## config.mk

```make
export PLATFORM = sky130hd
export DESIGN_NAME = debouncer_multi_repeat_flat
export DESIGN_NICKNAME = d
export VERILOG_FILES = /design/src/rtl/debouncer_multi_repeat_if.sv /design/src/rtl/debouncer_multi_repeat.sv /design/src/flat_wrapper.sv
export SDC_FILE = /design/constraint.sdc
export NUM_CORES = 1
export LEC_CHECK = 0
export ABC_AREA = 1
export CAP_MARGIN = 20
export CORE_UTILIZATION = 55
export DETAILED_ROUTE_END_ITERATION = 8
export GPL_TIMING_DRIVEN = 0
export HOLD_SLACK_MARGIN = 0.06
export PLACE_DENSITY = 0.71
export SETUP_SLACK_MARGIN = 0.5
export SLEW_MARGIN = 20
export SYNTH_ARGS = -nofsm -noshare
export SYNTH_HDL_FRONTEND = slang
export SYNTH_SLANG_ARGS = --single-unit
export TNS_END_PERCENT = 20
```

## constraint.sdc

```tcl
create_clock -name clk -period 1.99 [get_ports clk]
set_input_delay 0.398 -clock clk [delete_from_list [all_inputs] [get_ports clk]]
set_output_delay 0.398 -clock clk [all_outputs]
set_load 0.01 [all_outputs]
```

## src/rtl/debouncer_multi_repeat_if.sv

```systemverilog
// Button bus between the board inputs and the game FSM.
// master drives raw buttons; slave returns conditioned events.
interface debouncer_multi_repeat_if #(
    parameter int CHANNELS = 5
);
    logic [CHANNELS-1:0] noisy_i;
    logic [CHANNELS-1:0] debounced_o;
    logic [CHANNELS-1:0] press_o;
    logic [CHANNELS-1:0] release_o;
    logic [CHANNELS-1:0] action_o;

    modport master (
        output noisy_i,
        input  debounced_o,
        input  press_o,
        input  release_o,
        input  action_o
    );

    modport slave (
        input  noisy_i,
        output debounced_o,
        output press_o,
        output release_o,
        output action_o
    );
endinterface

```

## src/rtl/debouncer_multi_repeat.sv

```systemverilog
// N-channel button conditioner: 2-FF sync, counter debounce,
// press/release strobes and per-channel auto-repeat.
module debouncer_multi_repeat #(
    parameter int                  CHANNELS            = 5,
    parameter int                  DEBOUNCE_CYCLES     = 2_000_000,
    parameter int                  REPEAT_DELAY_CYCLES = 25_000_000,
    parameter int                  REPEAT_RATE_CYCLES  = 5_000_000,
    parameter logic [CHANNELS-1:0] REPEAT_EN           = {CHANNELS{1'b1}},
    parameter bit                  ACTIVE_LOW          = 1'b0
) (
    input logic                     clk,
    input logic                     reset_n,
    debouncer_multi_repeat_if.slave bus
);
    localparam int DW   = $clog2(DEBOUNCE_CYCLES + 1);
    localparam int RMAX = (REPEAT_DELAY_CYCLES > REPEAT_RATE_CYCLES)
                        ? REPEAT_DELAY_CYCLES : REPEAT_RATE_CYCLES;
    localparam int RW   = $clog2(RMAX + 1);

    localparam logic [DW-1:0] DB_MAX  = DW'(DEBOUNCE_CYCLES);
    localparam logic [DW-1:0] DB_ONE  = DW'(1);
    localparam logic [RW-1:0] R_DELAY = RW'(REPEAT_DELAY_CYCLES);
    localparam logic [RW-1:0] R_RATE  = RW'(REPEAT_RATE_CYCLES);
    localparam logic [RW-1:0] R_ONE   = RW'(1);

    typedef enum logic [1:0] {
        STABLE_LO,
        WAIT_HI,
        STABLE_HI,
        WAIT_LO
    } db_state_e;

    logic [CHANNELS-1:0] raw;
    logic [CHANNELS-1:0] sync1_q;
    logic [CHANNELS-1:0] sync2_q;
    logic [CHANNELS-1:0] deb_v;
    logic [CHANNELS-1:0] press_v;
    logic [CHANNELS-1:0] rel_v;
    logic [CHANNELS-1:0] act_v;

    assign raw = ACTIVE_LOW ? ~bus.noisy_i : bus.noisy_i;

    // Two-stage synchroniser; reset value means "not pressed"
    always_ff @(posedge clk or negedge reset_n) begin
        if (!reset_n) begin
            sync1_q <= '0;
            sync2_q <= '0;
        end else begin
            sync1_q <= raw;
            sync2_q <= sync1_q;
        end
    end

    for (genvar i = 0; i < CHANNELS; i++) begin : g_ch
        db_state_e     state_q, state_d;
        logic [DW-1:0] cnt_q, cnt_d;
        logic [RW-1:0] rcnt_q, rcnt_d;
        logic          s;
        logic          deb_q;
        logic          press_d, rel_d, rep_d;
        logic          press_q, rel_q, act_q;

        assign s     = sync2_q[i];
        assign deb_q = (state_q == STABLE_HI) || (state_q == WAIT_LO);

        // Debounce FSM: a change must hold DEBOUNCE_CYCLES to be accepted
        always_comb begin
            state_d = state_q;
            cnt_d   = cnt_q;
            press_d = 1'b0;
            rel_d   = 1'b0;
            unique case (state_q)
                STABLE_LO: begin
                    cnt_d = '0;
                    if (s) begin
                        state_d = WAIT_HI;
                        cnt_d   = DB_ONE;
                    end
                end
                WAIT_HI: begin
                    if (!s) begin
                        state_d = STABLE_LO;
                        cnt_d   = '0;
                    end else if (cnt_q == DB_MAX) begin
                        state_d = STABLE_HI;
                        cnt_d   = '0;
                        press_d = 1'b1;
                    end else begin
                        cnt_d = cnt_q + DB_ONE;
                    end
                end
                STABLE_HI: begin
                    cnt_d = '0;
                    if (!s) begin
                        state_d = WAIT_LO;
                        cnt_d   = DB_ONE;
                    end
                end
                WAIT_LO: begin
                    if (s) begin
                        state_d = STABLE_HI;
                        cnt_d   = '0;
                    end else if (cnt_q == DB_MAX) begin
                        state_d = STABLE_LO;
                        cnt_d   = '0;
                        rel_d   = 1'b1;
                    end else begin
                        cnt_d = cnt_q + DB_ONE;
                    end
                end
            endcase
        end

        // Repeat down-counter: loaded at press, fires on reaching 1
        always_comb begin
            rcnt_d = rcnt_q;
            rep_d  = 1'b0;
            if (!REPEAT_EN[i]) begin
                rcnt_d = '0;
            end else if (press_d) begin
                rcnt_d = R_DELAY;
            end else if (!deb_q || rel_d) begin
                rcnt_d = '0;
            end else if (rcnt_q == R_ONE) begin
                rep_d  = 1'b1;
                rcnt_d = R_RATE;
            end else begin
                rcnt_d = rcnt_q - R_ONE;
            end
        end

        // Channel state and registered strobes
        always_ff @(posedge clk or negedge reset_n) begin
            if (!reset_n) begin
                state_q <= STABLE_LO;
                cnt_q   <= '0;
                rcnt_q  <= '0;
                press_q <= 1'b0;
                rel_q   <= 1'b0;
                act_q   <= 1'b0;
            end else begin
                state_q <= state_d;
                cnt_q   <= cnt_d;
                rcnt_q  <= rcnt_d;
                press_q <= press_d;
                rel_q   <= rel_d;
                act_q   <= press_d | rep_d;
            end
        end

        assign deb_v[i]   = deb_q;
        assign press_v[i] = press_q;
        assign rel_v[i]   = rel_q;
        assign act_v[i]   = act_q;
    end

    assign bus.debounced_o = deb_v;
    assign bus.press_o     = press_v;
    assign bus.release_o   = rel_v;
    assign bus.action_o    = act_v;
endmodule

```

## src/flat_wrapper.sv

```systemverilog
// flat-port wrapper written by rule: the top's interface ports become plain ports
module debouncer_multi_repeat_flat 
#(
    parameter int                  CHANNELS            = 5,
    parameter int                  DEBOUNCE_CYCLES     = 2_000_000,
    parameter int                  REPEAT_DELAY_CYCLES = 25_000_000,
    parameter int                  REPEAT_RATE_CYCLES  = 5_000_000,
    parameter logic [CHANNELS-1:0] REPEAT_EN           = {CHANNELS{1'b1}},
    parameter bit                  ACTIVE_LOW          = 1'b0
)
  (clk, reset_n, bus_noisy_i, bus_debounced_o, bus_press_o, bus_release_o, bus_action_o);
  debouncer_multi_repeat_if #(.CHANNELS(CHANNELS)) bus_i ();
  input logic clk;
  input logic reset_n;
  input wire logic [$bits(bus_i.noisy_i)-1:0] bus_noisy_i;
  output wire logic [$bits(bus_i.debounced_o)-1:0] bus_debounced_o;
  output wire logic [$bits(bus_i.press_o)-1:0] bus_press_o;
  output wire logic [$bits(bus_i.release_o)-1:0] bus_release_o;
  output wire logic [$bits(bus_i.action_o)-1:0] bus_action_o;
  assign bus_i.noisy_i = bus_noisy_i;
  assign bus_debounced_o = bus_i.debounced_o;
  assign bus_press_o = bus_i.press_o;
  assign bus_release_o = bus_i.release_o;
  assign bus_action_o = bus_i.action_o;
  debouncer_multi_repeat #(.CHANNELS(CHANNELS), .DEBOUNCE_CYCLES(DEBOUNCE_CYCLES), .REPEAT_DELAY_CYCLES(REPEAT_DELAY_CYCLES), .REPEAT_RATE_CYCLES(REPEAT_RATE_CYCLES), .REPEAT_EN(REPEAT_EN), .ACTIVE_LOW(ACTIVE_LOW)) u_core (.clk(clk), .reset_n(reset_n), .bus(bus_i));
endmodule
```

==> results.cfg <==
[status]
status = finished clean

[critical_path]
crit_path_top_delay_cell = dfrtp_1
startpoint_type = flip-flop
required_ps = 2440
r2r_slack_ps = 160
endpoint_kind = flip-flop
crit_chain = inv_2, ha_4, inv_2, nor2_2, nand3_1, nor2_1, nand3_2, nand2_4, nand2_8, nand2_8, nor2_2
cpPeakStageDelay_ps = 420
critPathMaxFanout = 5
crit_type = reg2reg
arrival_ps = 2280

[global_route]
grt_pass1_wl_um = 64050
grt_pass1_vias = 13868
antenna_found_initial = 0
grt_max_degree = 100
overflow = 0
grtUsageTotal_pct = 25.05

[final_layout]
finalNetCount = 2473
final_common_cell = nand2_1
layout_common_cells = nand2_1 (485), nor2_1 (458), dfrtp_1 (251), inv_1 (214), nand3_1 (132)
antenna_cells = 0
design_area_sq_um = 20000
nFillCells = 2330
final_util_pct = 69.50
area_delta_synth_final_pct = 23.99
drive_gt1_share_pct = 24.02

[timing]
tightest_slew_ps = 577.1
max_freq_mhz = 546.5
final-hold-violation-count = 0
relSlewSlack_pct = 61.52
finalSetupViolations = 0
final.setup_skew_ps = 17.68
grt_setup_unrepaired = true
slew_violations = 0
final.min_clock_period_ps = 1830
timing.final.crit_share_pct = 91.95

[clock_network]
clkLatencyLatePin_ps = 570
root_buffer = clkbuf_16
clk_pin_slew_ps = 60
cts.sinks = 265
cts_tree = built
numCtsBuffers = 30
clk_path_buf_depth = 3
ctsHtreeMaxLevel = 1

[routing]
avgRoutedWirePerCell_um = 13.82
wirelength_um = 39420
ant_nets = 0
vias_per_cell = 5.245
drt_first_pass_iters = 6
drt_iter0_markers = 972
drc_errors = 0
vias = 14965

[power_and_ir_drop]
ir_drop_v = 0.0006592
leakage_nw = 10.40
powerDensity_nw_per_um2 = 601.0

[floorplan]
dieArea_sq_um = 30020
initial_core_util_pct = 56.06
io_pins = 27
die_w_um = 173.3
coreArea_sq_um = 28780
rows = 62
die_h_um = 173.3

[logic_synthesis]
yosysWarnings = 0
syn_area_sq_um = 16130
syn-mean-instance-area_sq_um = 7.120
yosysSeqAreaShare_pct = 41.10
yosys_register_bits = 265
synthDistinctLibCells = 44
synth-edff-count = 0
synth_nets = 2293
netlist_instances = 2266
async_reset_ff_share_pct = 100.0
synth_top_flop_cell = dfrtp_1

[run]
drv_cap = 0

[place]
hpwlAfterDp_um = 25370
portBuffers = 26
place.gp.congestion = 0.9428
post_dp_cell_area_sq_um = 16940

[worst_hold_path]
hp-class = in2reg
[final timing paths]
kind / from / endpoint / cells after the start
max in group asynchronous: reset_n / u_core.g_ch[1].cnt_q[4]$_DFF_PN0_ / 3
worst max register to register: u_core.g_ch[1].cnt_q[0]$_DFF_PN0_ / u_core.g_ch[1].rcnt_q[0]$_DFF_PN0_ / 11
min in group asynchronous: reset_n / u_core.g_ch[4].rcnt_q[19]$_DFF_PN0_ / 2
worst max-delay path: u_core.g_ch[1].cnt_q[0]$_DFF_PN0_ / u_core.g_ch[1].rcnt_q[0]$_DFF_PN0_ / 11
worst min register to register: u_core.sync1_q[3]$_DFF_PN0_ / u_core.sync2_q[3]$_DFF_PN0_ / 0
worst min-delay path: bus_noisy_i[0] / u_core.sync1_q[0]$_DFF_PN0_ / 1
[kinds of logic (layout without fill, tap and decap cells)]
family | count (synthesis) | after routing | synth area share [%]
compound gates | 83 | 83 | 2.854
fa+ha+maj | 20 | 20 | 1.551
flops | 265 | 265 | 41.10
buf+inv | 315 | 514 | 8.291
simple gates | 1494 | 1498 | 41.37
xor+xnor | 89 | 89 | 4.832
[metal layers]
metal | share of wire [%] | track usage (%) | vias up
met3 | 4.2 | 2.719 | 82
li1 | - | - | 7470
met2 | 49 | 42.55 | 349
met5 | 0 | 0 | -
met4 | 2.5 | 7.153 | 0
met1 | 44 | 33.89 | 7064
[flip-flops by register name, summed over array words and instances (netlist names), named ones only]
name	count
u_core.g_ch.rcnt_q	125
u_core.sync2_q	5
u_core.g_ch.state_q	5
u_core.g_ch.rel_q	5
u_core.g_ch.act_q	5
u_core.sync1_q	5
u_core.g_ch.cnt_q	105
u_core.g_ch.press_q	5
[per-stage QoR]
step	instances	setup TNS [ps]	hold WS (ps)	setup slack, ps	power, W
floorplan	2266	0	102.4	489.5	0.005895
global placement	2676	-2884710	333.3	-10910	0.006106
detailed placement	2678	0	334.7	150.9	0.006133
CTS	2799	0	248.8	205.4	0.01187
global route	2853	0	268.3	82.50	0.01245
finish	2853	0	267.8	160.2	0.01202
[cell type report]
class / count / area, sq um / area share [%]
repair buffers: 144 / 1284 / 6.418
clock buffers: 43 / 870.8 / 4.354
inverters: 269 / 1032 / 5.160
well taps: 384 / 480.5 / 2.402
clock inverters: 12 / 140.1 / 0.7006
plain buffers: 46 / 434.2 / 2.171
flip-flops and latches: 265 / 6649 / 33.24
multi-input cells: 1690 / 9112 / 45.56
[report_power, final]
part / switching (W) / internal [W]
Combinational: 0.000490 / 0.000337
Clock: 0.00224 / 0.00341
Sequential: 0.0000891 / 0.00546
Total: 0.00282 / 0.00920
[cell usage after synthesis (4+ instances only)]
| cell | number | area (sq um) |
|---|---|---|
| nand2_1 | 536 | 2012 |
| nand3b_1 | 12 | 90.09 |
| nor2_4 | 20 | 225.2 |
| nand2_2 | 17 | 106.4 |
| ha_1 | 20 | 250.2 |
| nor3_2 | 5 | 50.05 |
| nand3_1 | 143 | 715.7 |
| a21oi_1 | 29 | 145.1 |
| nor3b_1 | 5 | 37.54 |
| o21ai_0 | 28 | 140.1 |
| o21bai_1 | 5 | 37.54 |
| or2_2 | 8 | 50.05 |
| nand3_2 | 14 | 140.1 |
| nor2_1 | 549 | 2061 |
| nor3_1 | 55 | 275.3 |
| nor4_1 | 4 | 25.02 |
| buf_2 | 4 | 20.02 |
| clkbuf_1 | 6 | 22.52 |
| nor2_2 | 36 | 225.2 |
| xor2_1 | 64 | 560.5 |
| dfrtp_1 | 265 | 6631 |
| a31oi_1 | 4 | 25.02 |
| xnor2_1 | 25 | 219.0 |
| inv_2 | 27 | 101.4 |
| inv_1 | 241 | 904.6 |
| o21ai_1 | 8 | 40.04 |
| nand4_1 | 74 | 462.9 |
| buf_4 | 32 | 240.2 |
| buf_6 | 4 | 45.04 |
[what timing repair did]
item	4_1_cts	5_1_grt
gates resized for setup	233	203
hold endpoints to repair	69	0
pin swaps	42	61
gates cloned	5	7
setup endpoints to repair	259	265
setup buffers	60	47
hold buffers	1	0
[worst max-delay path, delay by kind of cell, from the launching register on]
kind / cells / cell delay, ps
adder cells (fa/ha/maj): 1 / 140
AND/OR/NAND/NOR: 8 / 980
flip-flops: 1 / 420
buffers and inverters: 2 / 170
Note: power is estimated with default switching activity, not from simulation.
